--- src/rtl/spi_word_rx_pkg.sv ---
// Shared constants and types for the SPI word receiver.
// Covers command codes, field widths and the frame parser state encoding.
package spi_word_rx_pkg;

    localparam int ADDR_W = 8;
    localparam int WORD_W = 64;
    localparam int BANK_W = 2;
    localparam int POS_W  = ADDR_W - BANK_W;

    localparam logic [7:0] CMD_WRITE  = 8'h01;
    localparam logic [7:0] CMD_CTRL   = 8'h02;
    localparam logic [7:0] CMD_CLRERR = 8'h03;

    typedef enum logic [2:0] {
        ST_WAIT_IDLE,
        ST_CMD,
        ST_ADDR,
        ST_DATA,
        ST_SKIP
    } state_t;

    typedef enum logic {
        TGT_WORD,
        TGT_CTRL
    } target_t;

endpackage

--- src/rtl/spi_input_sync.sv ---
// Synchronises SCK/CS_N/MOSI into the clk domain and flags SCK rising edges.
// CS_N resets to "selected" so that a frame in progress at reset is never seen as idle.
module spi_input_sync #(
    parameter int SYNC_STAGES = 2
) (
    input  logic clk,
    input  logic rst,
    input  logic spi_sck,
    input  logic spi_cs_n,
    input  logic spi_mosi,
    output logic sck_rise,
    output logic cs_n_s,
    output logic mosi_s
);

    logic [SYNC_STAGES-1:0] sck_sync;
    logic [SYNC_STAGES-1:0] cs_sync;
    logic [SYNC_STAGES-1:0] mosi_sync;
    logic                   sck_prev;

    always_ff @(posedge clk or posedge rst) begin
        if (rst) begin
            sck_sync  <= '0;
            cs_sync   <= '0;
            mosi_sync <= '0;
            sck_prev  <= 1'b0;
        end else begin
            sck_sync  <= {sck_sync[SYNC_STAGES-2:0], spi_sck};
            cs_sync   <= {cs_sync[SYNC_STAGES-2:0], spi_cs_n};
            mosi_sync <= {mosi_sync[SYNC_STAGES-2:0], spi_mosi};
            sck_prev  <= sck_sync[SYNC_STAGES-1];
        end
    end

    assign sck_rise = sck_sync[SYNC_STAGES-1] & ~sck_prev;
    assign cs_n_s   = cs_sync[SYNC_STAGES-1];
    assign mosi_s   = mosi_sync[SYNC_STAGES-1];

endmodule

--- src/rtl/spi_word_rx.sv ---
// SPI mode-0 slave that parses cmd/addr/data frames into 64-bit word strobes
// and a control register for the HUB75 image mask stage.
module spi_word_rx
    import spi_word_rx_pkg::*;
#(
    parameter int          SYNC_STAGES = 2,
    parameter logic [63:0] CTRL_RESET  = 64'h0
) (
    input  logic              clk,
    input  logic              rst,
    input  logic              spi_sck,
    input  logic              spi_cs_n,
    input  logic              spi_mosi,
    output logic              o_ena,
    output logic [ADDR_W-1:0] o_addr,
    output logic [WORD_W-1:0] o_data,
    output logic [WORD_W-1:0] o_ctrl,
    output logic              o_frame_err
);

    logic sck_rise, cs_n_s, mosi_s;

    spi_input_sync #(.SYNC_STAGES(SYNC_STAGES)) u_sync (
        .clk      (clk),
        .rst      (rst),
        .spi_sck  (spi_sck),
        .spi_cs_n (spi_cs_n),
        .spi_mosi (spi_mosi),
        .sck_rise (sck_rise),
        .cs_n_s   (cs_n_s),
        .mosi_s   (mosi_s)
    );

    state_t              state, state_nx;
    target_t             target, target_nx;
    logic [5:0]          cnt, cnt_nx;
    logic [7:0]          cmd_sh, cmd_nx;
    logic [ADDR_W-1:0]   addr_reg, addr_nx;
    logic [WORD_W-1:0]   shreg, sh_nx;
    logic                ena_nx;
    logic [ADDR_W-1:0]   oaddr_nx;
    logic [WORD_W-1:0]   odata_nx;
    logic [WORD_W-1:0]   ctrl_nx;
    logic                err_nx;

    always_ff @(posedge clk or posedge rst) begin
        if (rst) begin
            state       <= ST_WAIT_IDLE;
            target      <= TGT_WORD;
            cnt         <= '0;
            cmd_sh      <= '0;
            addr_reg    <= '0;
            shreg       <= '0;
            o_ena       <= 1'b0;
            o_addr      <= '0;
            o_data      <= '0;
            o_ctrl      <= CTRL_RESET;
            o_frame_err <= 1'b0;
        end else begin
            state       <= state_nx;
            target      <= target_nx;
            cnt         <= cnt_nx;
            cmd_sh      <= cmd_nx;
            addr_reg    <= addr_nx;
            shreg       <= sh_nx;
            o_ena       <= ena_nx;
            o_addr      <= oaddr_nx;
            o_data      <= odata_nx;
            o_ctrl      <= ctrl_nx;
            o_frame_err <= err_nx;
        end
    end

    always_comb begin
        state_nx  = state;
        target_nx = target;
        cnt_nx    = cnt;
        cmd_nx    = cmd_sh;
        addr_nx   = addr_reg;
        sh_nx     = shreg;
        ena_nx    = 1'b0;
        oaddr_nx  = o_addr;
        odata_nx  = o_data;
        ctrl_nx   = o_ctrl;
        err_nx    = o_frame_err;

        case (state)
            ST_WAIT_IDLE: begin
                if (cs_n_s) state_nx = ST_CMD;
            end
            ST_CMD: begin
                if (!cs_n_s && sck_rise) begin
                    cmd_nx = {cmd_sh[6:0], mosi_s};
                    cnt_nx = cnt + 6'd1;
                    if (cnt[2:0] == 3'd7) begin
                        cnt_nx = '0;
                        case (cmd_nx)
                            CMD_WRITE: state_nx = ST_ADDR;
                            CMD_CTRL: begin
                                state_nx  = ST_DATA;
                                target_nx = TGT_CTRL;
                            end
                            CMD_CLRERR: begin
                                err_nx   = 1'b0;
                                state_nx = ST_SKIP;
                            end
                            default: begin
                                err_nx   = 1'b1;
                                state_nx = ST_SKIP;
                            end
                        endcase
                    end
                end
            end
            ST_ADDR: begin
                if (sck_rise) begin
                    addr_nx = {addr_reg[ADDR_W-2:0], mosi_s};
                    cnt_nx  = cnt + 6'd1;
                    if (cnt[2:0] == 3'd7) begin
                        cnt_nx    = '0;
                        state_nx  = ST_DATA;
                        target_nx = TGT_WORD;
                    end
                end
            end
            ST_DATA: begin
                if (sck_rise) begin
                    sh_nx  = {shreg[WORD_W-2:0], mosi_s};
                    cnt_nx = cnt + 6'd1;
                    if (cnt == 6'd63) begin
                        if (target == TGT_WORD) begin
                            ena_nx   = 1'b1;
                            oaddr_nx = addr_reg;
                            odata_nx = sh_nx;
                            // bursts advance within the current bank only
                            addr_nx  = {addr_reg[ADDR_W-1:POS_W], addr_reg[POS_W-1:0] + 6'd1};
                        end else begin
                            ctrl_nx  = sh_nx;
                            state_nx = ST_SKIP;
                        end
                    end
                end
            end
            default: ;
        endcase

        // Deselect wins after any same-cycle edge has been taken into account.
        if (cs_n_s && state != ST_WAIT_IDLE) begin
            if (state_nx == ST_ADDR || (state_nx == ST_DATA && cnt_nx != 6'd0))
                err_nx = 1'b1;
            state_nx = ST_CMD;
            cnt_nx   = '0;
        end
    end

endmodule
--- config.mk ---
export PLATFORM = sky130hd
export DESIGN_NAME = spi_word_rx
export DESIGN_NICKNAME = d
export VERILOG_FILES = /design/src/rtl/spi_word_rx_pkg.sv /design/src/rtl/spi_input_sync.sv /design/src/rtl/spi_word_rx.sv
export SDC_FILE = /design/constraint.sdc
export NUM_CORES = 1
export LEC_CHECK = 0
export ABC_AREA = 1
export BUFFER_PORTS_ARGS = -buffer_cell sky130_fd_sc_hd__buf_2
export CAP_MARGIN = 20
export CORE_MARGIN = 1.5
export CORE_UTILIZATION = 44
export DETAILED_ROUTE_END_ITERATION = 10
export PLACE_DENSITY_LB_ADDON = 0.2
export SLEW_MARGIN = 20
export SYNTH_ARGS = -nofsm -noshare
export SYNTH_HDL_FRONTEND = slang
export SYNTH_SLANG_ARGS = --single-unit
--- constraint.sdc ---
create_clock -name clk -period 8.03 [get_ports clk]
set_clock_uncertainty 0.2 [all_clocks]
set_input_delay 0.803 -clock clk [delete_from_list [all_inputs] [get_ports clk]]
set_output_delay 0.803 -clock clk [all_outputs]
set_load 0.1 [all_outputs]
**Word-level counts from Yosys, hierarchy flattened**

Index checks and enable logic that the tools add are counted.

- Flip-flop bits (word level): 233
- Bits of input ports: 5
- Output and inout bits: 138

- $add $sub $neg: 2
- Equality and inequality tests: 18
- Muxes and demuxes: 38
- Bitwise gates (word level): 4
- Reduce and logical (&&, ||, !) cells: 18

Operators by type and width:

| kind | count |
|---|---|
| two-way mux 6 bit | 8 |
| two-way mux 3 bit | 9 |
| one-hot mux 6 bit (3 select lines) | 1 |
| == test 8 x 2 -> 1 bit, second input constant | 2 |
| inequality test 2 bit, second input constant | 8 |
| one-hot mux 8 bit (2 select lines) | 1 |
| two-way mux 1 bit | 14 |
| adder 6 x 1 -> 6 bit, second input constant | 2 |
| == test 3 x 2 -> 1 bit, second input constant | 4 |
| one-hot mux 3 bit (4 select lines) | 1 |
| == test 8 x 1 -> 1 bit, second input constant | 1 |
| two-way mux 8 bit | 1 |
| AND reduction 4 bit | 2 |
| == test 6 bit, second input constant | 1 |
| one-hot mux 3 bit (2 select lines) | 1 |
| AND reduction 6 bit | 1 |
| nonzero test 6 bit | 1 |
| AND reduction 5 bit | 1 |
| one-hot mux 1 bit (2 select lines) | 2 |
| AND reduction 2 bit | 2 |
| nonzero test 2 bit | 2 |
| == test 3 x 1 -> 1 bit, second input constant | 1 |
| == test 3 bit, second input constant | 1 |
| logical AND 1 bit | 3 |
| 8 further kinds | 10 |

**Depth between registers and ports, before layout**

Gate-level depths: netlist of the first run.

- Depth in word-level cells: 10
- Gate-level depth with buffers: 13
- Mapped depth without buffers: 13

**By module**

From an unflattened synthesis of the first run, not the netlist that was laid out.

- Cell total of the unflattened synthesis: 951
- Area total of the unflattened synthesis: 9085.0 µm²

By module, submodules not included:

| module | times used | cells each | area an instance (µm²) | seq. area each (µm²) |
|---|---|---|---|---|
| spi_word_rx | 1 | 941 | 8896.0 | 5655.4 |
| spi_input_sync | 1 | 10 | 188.9 | 175.2 |

**Worst setup path before layout of the first run**

Ideal clock, no wire load.

- Kind: flip-flop to output port
- Start point: register o_addr[0]
- End point: output port o_addr[0]
- Arrival: 898 ps
- Required time: 7027 ps
- Setup slack: 6129 ps
- Stages on the path, launching flop included: 1
- Cell sequence: dfrtp_1

RTL lines:

| element | RTL line | text |
|---|---|---|
| start: declaration | spi_word_rx.sv:15 | `output logic [ADDR_W-1:0] o_addr,` |
| start signal: assignment | spi_word_rx.sv:67 | `o_addr <= oaddr_nx;` |

No word-level cell between the ends.

**Worst setup path in the final report of the first run**

- Start point: register cnt[0]
- End point: register o_ctrl[44]

- Longest elaborated chain between the ends: 2

RTL lines:

| element | RTL line | text |
|---|---|---|
| start: declaration | spi_word_rx.sv:36 | `logic [5:0] cnt, cnt_nx;` |
| start signal: assignment | spi_word_rx.sv:62 | `cnt <= cnt_nx;` |
| == test 6 bit | spi_word_rx.sv:130 | `if (cnt == 6'd63) begin` |
| AND reduction 4 bit (no line) | n/a |  |
| end signal: assignment | spi_word_rx.sv:69 | `o_ctrl <= ctrl_nx;` |
| end: declaration | spi_word_rx.sv:17 | `output logic [WORD_W-1:0] o_ctrl,` |

No other way between the ends.
A chain may end at the register's enable or synchronous reset.

==> flow_metrics.env, run 1 <==
export IMPL_netlist_top_cells_count="nand2_1 (265), dfrtp_1 (233), o21ai_0 (136)"
export IMPL_p_seq_share_pct=51.4
export IMPL_peakVddDrop_mv=0.1333
export IMPL_synth_area_um2=9044
export IMPL_core_rowCount=52
export IMPL_slew_headroom_pct=43.78
export IMPL_ant_nets=0
export IMPL_finalCritPeriodShare_pct=33.36
export IMPL_post_synth_top_area_fraction_pct=64.47
export IMPL_overflow=0
export IMPL_synthFlopType="dfrtp_1"
export IMPL_total_power_mw=2.314
export IMPL_final_util_pct=53.22
export IMPL_fp_dieW_um=146.4
export IMPL_hp_class="reg2reg"
export IMPL_fp_coreArea_um2=20170
export IMPL_holdPathStages=0
export IMPL_io_pins=143
export IMPL_power_switching_mw=0.4951
export IMPL_synthTopCellsByArea="dfrtp_1 (64%), nand2_1 (11%), o21ai_0 (7.5%)"
export IMPL_cts_sinks=233
export IMPL_routedWlPerCell_um=13.52
export IMPL_synth_nets=957
export IMPL_fmaxAchievable_mhz=373.2
export IMPL_root_buffer="clkbuf_16"
export IMPL_ys_ff_latch=233
export IMPL_final_layout_size_suffix_gt1_share_pct=19.20
export IMPL_cts_made_buffers=25
export IMPL_clkPwrFrac_pct=46.2
export IMPL_drc=0
export IMPL_via_count=6471
export IMPL_comb_power_share_pct=2.4
export IMPL_initial_core_util_pct=44.84
export IMPL_cts_resized=0
export IMPL_cp_end_kind="flip-flop"
export IMPL_multi_input_area_um2=2638
export IMPL_cts_hold_buf=0
export IMPL_grt_util_all_layers_pct=17.86
export IMPL_p_per_area_nw_per_um2=215.6
export IMPL_area_delta_synth_final_pct=18.69
export IMPL_htreeDepth=1
export IMPL_gp_congestion=0.8597
export IMPL_r2r_slack_ns=5.35
export IMPL_required_ns=8.19
export IMPL_routed_wl_mm=18.45
export IMPL_synth_edf_count=0
export IMPL_syn_inst=949
export IMPL_yosysMostFrequentCell="nand2_1"
export IMPL_clkTransAtPathRegs_ns=0.06
export IMPL_die_area_um2=21420
export IMPL_status="finished clean"
export IMPL_p_sw_share_pct=21.40
export IMPL_slew_viol_final=0
export IMPL_layout_area_seq_um2=5831
export IMPL_hpwl_mm=11.81
export IMPL_cts_setup_buffers=0
export IMPL_via_per_inst=4.744
export IMPL_grt_pass1_wl_mm=31.58
export IMPL_cts_buffer_depth=3
export IMPL_grt_pass1_vias=6242
export IMPL_grt_max_degree=152
export IMPL_fillers=1883
export IMPL_synth_top_area_cell="dfrtp_1"
export IMPL_grt_setup_unrepaired="false"
export IMPL_hold_viol=0
export IMPL_antenna_found_initial=0
export IMPL_drt_iter0_markers=325
export IMPL_fin_setup_tns_ns=0
export IMPL_clkLatencyLatePin_ns=0.51
export IMPL_worst_pin_slew_ns=0.8433
export IMPL_reg_top3="o_ctrl: 64 flops, o_data: 64 flops, shreg: 63 flops"
export IMPL_rr_worst_depth=7
export IMPL_seq_area_frac_synth_pct=64.47
export IMPL_power_internal_mw=1.819
export IMPL_ys_warnings_count=0
export IMPL_n_antenna_cell=0
export IMPL_die_h_um=146.4
export IMPL_cts_tree="built"
export IMPL_drt_pass1_iterations=4
export IMPL_io_buffers=142
export IMPL_arrival_ns=2.84
export IMPL_worstPathMaxFanout=84
export IMPL_min_period_ns=2.679
export IMPL_syn_area_per_cell_um2=9.530
export IMPL_synth_async_sr_flop_share_pct=100.0
export IMPL_leakagePower_nw=5.349
export IMPL_drv_cap=0
export IMPL_start_kind="flip-flop"
export IMPL_finalSetupViolCount=0
export IMPL_yosys_cell_types_count=30
export IMPL_worstSetupPathType="reg2reg"
export IMPL_finalNetCount=1087
[worst max-delay path, stage by stage, from the launching register on]
cell	delay [ns]
dfrtp_1	0.39
ha_1	0.19
nand3_1	0.13
nor2_2	0.29
nand3_4	0.48
buf_4	0.55
nand2_1	0.16
o21ai_1	0.07
[cell families after synthesis]
group | share of synthesized area (%)
compound gates | 12.87
flops | 64.47
fa+ha+maj | 0.4151
buf+inv | 6.502
simple gates | 15.55
xor+xnor | 0.1937
[metrics by stage]
stage	setup WS (ns)	hold WS, ns	instance area (um2)	std cells
2_1_floorplan	0.6374	0.1312	9044	949
3_3_place_gp	4.986	0.1338	9948	1322
3_5_place_dp	4.982	0.1347	9948	1322
4_1_cts	5.331	0.1482	10720	1364
5_1_grt	5.109	0.1538	10730	1364
6_report	5.351	0.1464	10730	1364
[final cells by class]
class                           instances  share of cell area [%]
Sequential cell                       233                   54.32
Multi-Input combinational cell        568                   24.57
Timing Repair Buffer                  146                   7.006
Clock buffer                           34                   6.702
Inverter                              105                   3.788
Tap cell                              270                   3.147
Clock inverter                          8                  0.4663
[metal layers]
layer,track usage [%],routed length (um)
met4,4.646,327
met5,0,0
met3,3.063,869
met1,26.19,8967
met2,27.65,8282
[cell usage in the layout (no fill, tap or decap), types with 3 or more instances in the layout]
| master | n |
|---|---|
| a21oi_1 | 5 |
| inv_2 | 4 |
| nand3_1 | 20 |
| o21ai_1 | 79 |
| clkbuf_1 | 3 |
| dfrtp_1 | 233 |
| buf_6 | 3 |
| inv_1 | 100 |
| nor2_1 | 27 |
| buf_2 | 142 |
| nor2_4 | 3 |
| clkbuf_16 | 25 |
| nand2_2 | 4 |
| clkinv_2 | 5 |
| ha_1 | 3 |
| nand2_4 | 4 |
| clkbuf_8 | 6 |
| nor2_2 | 4 |
| nand2_1 | 265 |
| o21ai_0 | 136 |
[power groups by stage]
stage | Combinational (mW) | Clock [mW] | Sequential [mW]
floorplan | 0.0429 | 0 | 1.21
detailed placement | 0.0573 | 0 | 1.21
global route | 0.0661 | 1.15 | 1.19
finish | 0.0551 | 1.07 | 1.19
global placement | 0.0566 | 0 | 1.21
CTS | 0.0574 | 1.10 | 1.19
[final timing paths]
check | start | to
setup / recovery | cnt[0] | o_ctrl[44]
hold / removal | u_sync.sck_sync[0] | u_sync.sck_sync[1]
setup reg to reg | cnt[0] | o_ctrl[44]
hold reg to reg | u_sync.sck_sync[0] | u_sync.sck_sync[1]
max in group asynchronous | rst | state[2]
min in group asynchronous | rst | o_data[23]
(Power assumes the default switching activity.)
==> run 2: changes to the inputs <==
Settings changed: ABC_AREA 1 to 0.
Clock period 8.03 ns to 2.7 ns, I/O delays scaled along.
==> flow_metrics.env, run 2 <==
export IMPL_crit_start="state[2]"
export IMPL_slew_headroom_pct=42.08
export IMPL_start_kind="flip-flop"
export IMPL_fp_dieW_um=148.3
export IMPL_area_delta_synth_final_pct=19.89
export IMPL_hpwl_mm=11.81
export IMPL_status="finished clean"
export IMPL_via_per_inst=5.047
export IMPL_leakagePower_nw=6.151
export IMPL_final_cell_mix="dfrtp_1 (233), nand2_1 (228), buf_2 (142)"
export IMPL_fillers=1801
export IMPL_multi_input_area_um2=3197
export IMPL_clkTransAtPathRegs_ns=0.06
export IMPL_via_count=6011
export IMPL_reg_top3="o_ctrl: 64 flops, o_data: 64 flops, shreg: 63 flops"
export IMPL_worstSetupPathType="reg2reg"
export IMPL_layout_area_seq_um2=5831
export IMPL_min_from="u_sync.mosi_sync[0]"
export IMPL_io_pins=143
export IMPL_initial_core_util_pct=45.31
export IMPL_grt_max_degree=157
export IMPL_layout_cells_non_filler=1191
export IMPL_cts_made_buffers=25
export IMPL_synth_async_sr_flop_share_pct=100.0
export IMPL_total_power_mw=7.316
export IMPL_yosysMostFrequentCell="dfrtp_1"
export IMPL_synth_top_area_cell="dfrtp_1"
export IMPL_grt_util_all_layers_pct=17.19
export IMPL_antenna_found_initial=0
export IMPL_grt_setup_unrepaired="false"
export IMPL_synth_area_um2=9286
export IMPL_peakVddDrop_mv=0.4950
export IMPL_post_synth_top_area_fraction_pct=62.79
export IMPL_placed_cell_area_um2=10220
export IMPL_worst_pin_slew_ns=0.8688
export IMPL_syn_area_per_cell_um2=12.17
export IMPL_fin_setup_tns_ns=0
export IMPL_r2r_start="state[2]"
export IMPL_yosys_cell_types_count=53
export IMPL_cp_end_kind="flip-flop"
export IMPL_overflow=0
export IMPL_required_ns=2.89
export IMPL_dp_cells=1144
export IMPL_hold_viol=0
export IMPL_core_rowCount=52
export IMPL_fmaxAchievable_mhz=414.0
export IMPL_synth_nets=771
export IMPL_fp_coreArea_um2=20490
export IMPL_gp_congestion=0.8158
export IMPL_finalSetupViolCount=0
export IMPL_layout_commonest_cell="dfrtp_1"
export IMPL_cts_buffer_depth=3
export IMPL_n_antenna_cell=0
export IMPL_clkLatencyLatePin_ns=0.52
export IMPL_seq_area_frac_synth_pct=62.79
export IMPL_io_buffers=142
export IMPL_fin_area_um2=11130
export IMPL_p_per_area_nw_per_um2=657.1
export IMPL_drt_pass1_iterations=4
export IMPL_ys_ff_latch=233
export IMPL_synthTopCellsByArea="dfrtp_1 (63%), mux2_2 (16%), nand2_1 (9.2%)"
export IMPL_min_period_ns=2.415
export IMPL_grt_pass1_wl_mm=30.97
export IMPL_synth_edf_count=0
export IMPL_ys_warnings_count=0
export IMPL_arrival_ns=2.61
export IMPL_root_buffer="clkbuf_16"
export IMPL_worstPathMaxFanout=11
export IMPL_synthFlopType="dfrtp_1"
export IMPL_drc=0
export IMPL_cts_tree="built"
export IMPL_ant_nets=0
export IMPL_routedWlPerCell_um=15.73
export IMPL_routed_wl_mm=18.74
export IMPL_hp_class="reg2reg"
export IMPL_finalCritPeriodShare_pct=89.46
export IMPL_htreeDepth=1
export IMPL_grt_pass1_vias=5894
export IMPL_slew_viol_final=0
export IMPL_drv_cap=0
export IMPL_cts_sinks=233
export IMPL_die_h_um=148.3
export IMPL_cts_setup_buffers=0
export IMPL_syn_inst=763
export IMPL_die_area_um2=21990
export IMPL_finalNetCount=913
export IMPL_netlist_top_cells_count="dfrtp_1 (233), nand2_1 (228), mux2_2 (134)"
export IMPL_drt_iter0_markers=347
export IMPL_final_layout_size_suffix_gt1_share_pct=36.26
[run 2: path summary, 6_finish.rpt]
kind,end,slack (ns),cells after the start
worst min register to register,u_sync.mosi_sync[1],0.15,0
worst max register to register,o_frame_err,0.28,5
worst min-delay path,u_sync.mosi_sync[1],0.15,0
min in group asynchronous,o_data[56],0.20,4
max in group asynchronous,o_ctrl[26],1.28,4
worst max-delay path,o_frame_err,0.28,5
[run 2: report_power, final]
| group | switching (mW) | internal, mW |
|---|---|---|
| logic | 0.111 | 0.0652 |
| clock network | 1.35 | 2.21 |
| registers | 0.0383 | 3.54 |
[run 2: per-layer routing]
layer | part of all wire (%) | GRT usage, % | routed length (um) | vias up
li1 | - | - | - | 2868
met1 | 47 | 24.34 | 8871 | 2981
met2 | 46 | 27.94 | 8705 | 138
met3 | 4.8 | 3.006 | 897 | 24
met4 | 1.4 | 3.663 | 261 | 0
met5 | 0 | 0 | 0 | -
[run 2: critical path: stages, from the launching register on]
cell       delay, ns
dfrtp_1         0.51
nor3b_2         0.32
o21ai_1         0.32
a2111oi_0       0.63
o21a_1          0.22
a31oi_1         0.09
[run 2: cell families after synthesis]
| group | synth area share, % |
|---|---|
| compound gates | 3.557 |
| flops | 62.79 |
| fa+ha+maj | 0.4042 |
| mux | 16.68 |
| buf+inv | 2.883 |
| simple gates | 13.59 |
| xor+xnor | 0.09433 |
[run 2: final cells by class]
cell class | count | share of cell area (%)
clock buffer | 37 | 6.743
clock inverter | 6 | 1.101
inverter | 6 | 0.2360
multi-input combinational | 484 | 28.71
sequential | 233 | 52.37
tap | 270 | 3.034
timing repair buffer | 155 | 7.799
[run 2: through the flow]
stage	worst slack (ns)	hold WS (ns)	utilization (%)
final	0.2846	0.1512	54.32
after global routing	0.1328	0.1493	54.32
after CTS	0.3012	0.1467	54.32
after detailed placement	0.3107	0.1358	49.87
after global placement	0.3339	0.1327	49.87
after floorplan	-0.8199	0.1014	-
[run 2: what timing repair did]
item,4_1_cts,5_1_grt
gates resized for setup,0,0
hold endpoints to repair,236,0
hold buffers,4,0
==> run 3: changes to the inputs <==
Settings changed: CORE_ASPECT_RATIO set to 1.4, CTS_BUF_LIST set to sky130_fd_sc_hd__clkbuf_4 sky130_fd_sc_hd__clkbuf_8.
Clock period 2.7 ns to 2.9 ns, I/O delays scaled along.
==> flow_metrics.env, run 3 (synthesized netlist as in run 2, its figures left out) <==
export IMPL_fin_area_um2=11000
export IMPL_p_per_area_nw_per_um2=571.7
export IMPL_drt_pass1_iterations=8
export IMPL_status="finished clean"
export IMPL_path_cells="nand3b_4 > or4_4 > buf_4 > nand3_1 > nand3_1"
export IMPL_area_delta_synth_final_pct=18.45
export IMPL_fp_coreArea_um2=20630
export IMPL_cts_made_buffers=38
export IMPL_grt_pass1_vias=6152
export IMPL_leakagePower_nw=6.133
export IMPL_n_antenna_cell=0
export IMPL_crit_path_top_delay_cell="or4_4"
export IMPL_via_per_inst=5.093
export IMPL_cp_end_kind="flip-flop"
export IMPL_clkLatencyLatePin_ns=0.52
export IMPL_worst_pin_slew_ns=0.9425
export IMPL_htreeDepth=2
export IMPL_final_util_pct=53.30
export IMPL_cp_num_cells=5
export IMPL_reg_top3="o_ctrl: 64 flops, o_data: 64 flops, shreg: 63 flops"
export IMPL_antenna_found_initial=0
export IMPL_min_period_ns=2.527
export IMPL_final_cell_mix="dfrtp_1 (233), nand2_1 (228), buf_2 (142)"
export IMPL_worstPathMaxFanout=55
export IMPL_routedWlPerCell_um=15.72
export IMPL_slew_headroom_pct=37.17
export IMPL_start_kind="flip-flop"
export IMPL_r2r_slack_ns=0.37
export IMPL_peakVddDrop_mv=0.4031
export IMPL_via_count=6107
export IMPL_finalCritPeriodShare_pct=87.14
export IMPL_slew_viol_final=0
export IMPL_finalNetCount=927
export IMPL_max_stage_delay_ns=0.72
export IMPL_fillers=1877
export IMPL_die_h_um=174.9
export IMPL_drt_iter0_markers=334
export IMPL_grt_util_all_layers_pct=17.53
export IMPL_finalSetupViolCount=0
export IMPL_final_layout_size_suffix_gt1_share_pct=38.18
export IMPL_grt_setup_unrepaired="false"
export IMPL_worstSetupPathType="reg2reg"
export IMPL_hold_viol=0
export IMPL_drc=0
export IMPL_hpwl_mm=11.99
export IMPL_overflow=0
export IMPL_critical_path_most_common_cell="nand3_1"
export IMPL_cts_resized=0
export IMPL_grt_max_degree=160
export IMPL_cts_tree="built"
export IMPL_drv_cap=0
export IMPL_cts_buffer_depth=3
export IMPL_io_buffers=142
export IMPL_cp_num_buf_inv=1
export IMPL_grt_pass1_wl_mm=31.18
export IMPL_placed_cell_area_um2=10210
export IMPL_hp_class="in2async"
export IMPL_ant_nets=0
export IMPL_routed_wl_mm=18.85
export IMPL_required_ns=3.10
export IMPL_die_area_um2=22000
export IMPL_fmaxAchievable_mhz=395.7
export IMPL_cts_setup_buffers=0
export IMPL_core_rowCount=62
export IMPL_io_pins=143
export IMPL_layout_commonest_cell="dfrtp_1"
export IMPL_root_buffer="clkbuf_8"
export IMPL_clkTransAtPathRegs_ns=0.06
export IMPL_fp_dieW_um=125.8
export IMPL_arrival_ns=2.73
export IMPL_rr_worst_depth=5
export IMPL_cts_sinks=233
export IMPL_cp_top_family="simple AND/OR/NAND/NOR gates"
export IMPL_initial_core_util_pct=45.00
export IMPL_gp_congestion=0.8235
## run 3: cell types whose count changed in the layout (fill, tap and decap cells not counted), sizes merged
cell / change
inv: -1
buf: +1
bufinv: -3
clkbuf: +21
clkinv: +4
## run 3: worst paths after layout
path                                     start                  end
min reg2reg                u_sync.mosi_sync[0]  u_sync.mosi_sync[1]
max in group asynchronous                  rst            shreg[17]
max                                   state[0]          addr_reg[0]
min                                        rst    u_sync.cs_sync[0]
min in group clk           u_sync.mosi_sync[0]  u_sync.mosi_sync[1]
max reg2reg                           state[0]          addr_reg[0]
## run 3: worst reg2reg max path: stages, from the launching register on
cell and delay [ns]:
dfrtp_1 0.60, nand3b_4 0.26, or4_4 0.73, buf_4 0.39, nand3_1 0.18, nand3_1 0.07
## run 3: layout make-up
cell class              instances  area, um2  area share [%]
clock buffers                  58      716.9           6.518
clock inverters                 6      32.53          0.2958
inverters                       6      26.28          0.2389
multi-input cells             484       3197           29.06
flip-flops and latches        233       5831           53.01
well taps                     256      320.3           2.912
repair buffers                156      875.8           7.963
## run 3: per-layer routing
| metal | vias up | global-route usage (%) | routed length [um] |
|---|---|---|---|
| li1 | 2904 | - | - |
| met1 | 3063 | 21.77 | 7921 |
| met2 | 116 | 30.49 | 9797 |
| met3 | 24 | 4.042 | 823 |
| met4 | 0 | 5.316 | 309 |
| met5 | - | 0 | 0 |
## run 3: where the power goes
group	leakage (nW)	total, mW	internal [mW]	switching, mW
sequential	3.22	3.33	3.30	0.0339
clock	0.403	2.79	1.57	1.22
combinational	2.51	0.165	0.0613	0.104
## run 3: what timing repair did
| action | 4_1_cts | 5_1_grt |
|---|---|---|
| hold buffers | 4 | 0 |
| setup endpoints to repair | 0 | 0 |
| hold endpoints to repair | 125 | 0 |
## run 3: stage by stage
step | worst slack, ns | hold slack (ns) | cells | power (mW) | TNS, ns
after floorplan | -0.6399 | 0.1214 | 763 | 3.506 | -149.10
after global placement | 0.3932 | 0.01635 | 1131 | 3.555 | 0
after detailed placement | 0.3703 | 0.01527 | 1131 | 3.558 | 0
after CTS | 0.3772 | 0.01063 | 1199 | 6.400 | 0
after global routing | 0.2372 | 0.01278 | 1199 | 6.575 | 0
final | 0.3729 | 0.03027 | 1199 | 6.289 | 0
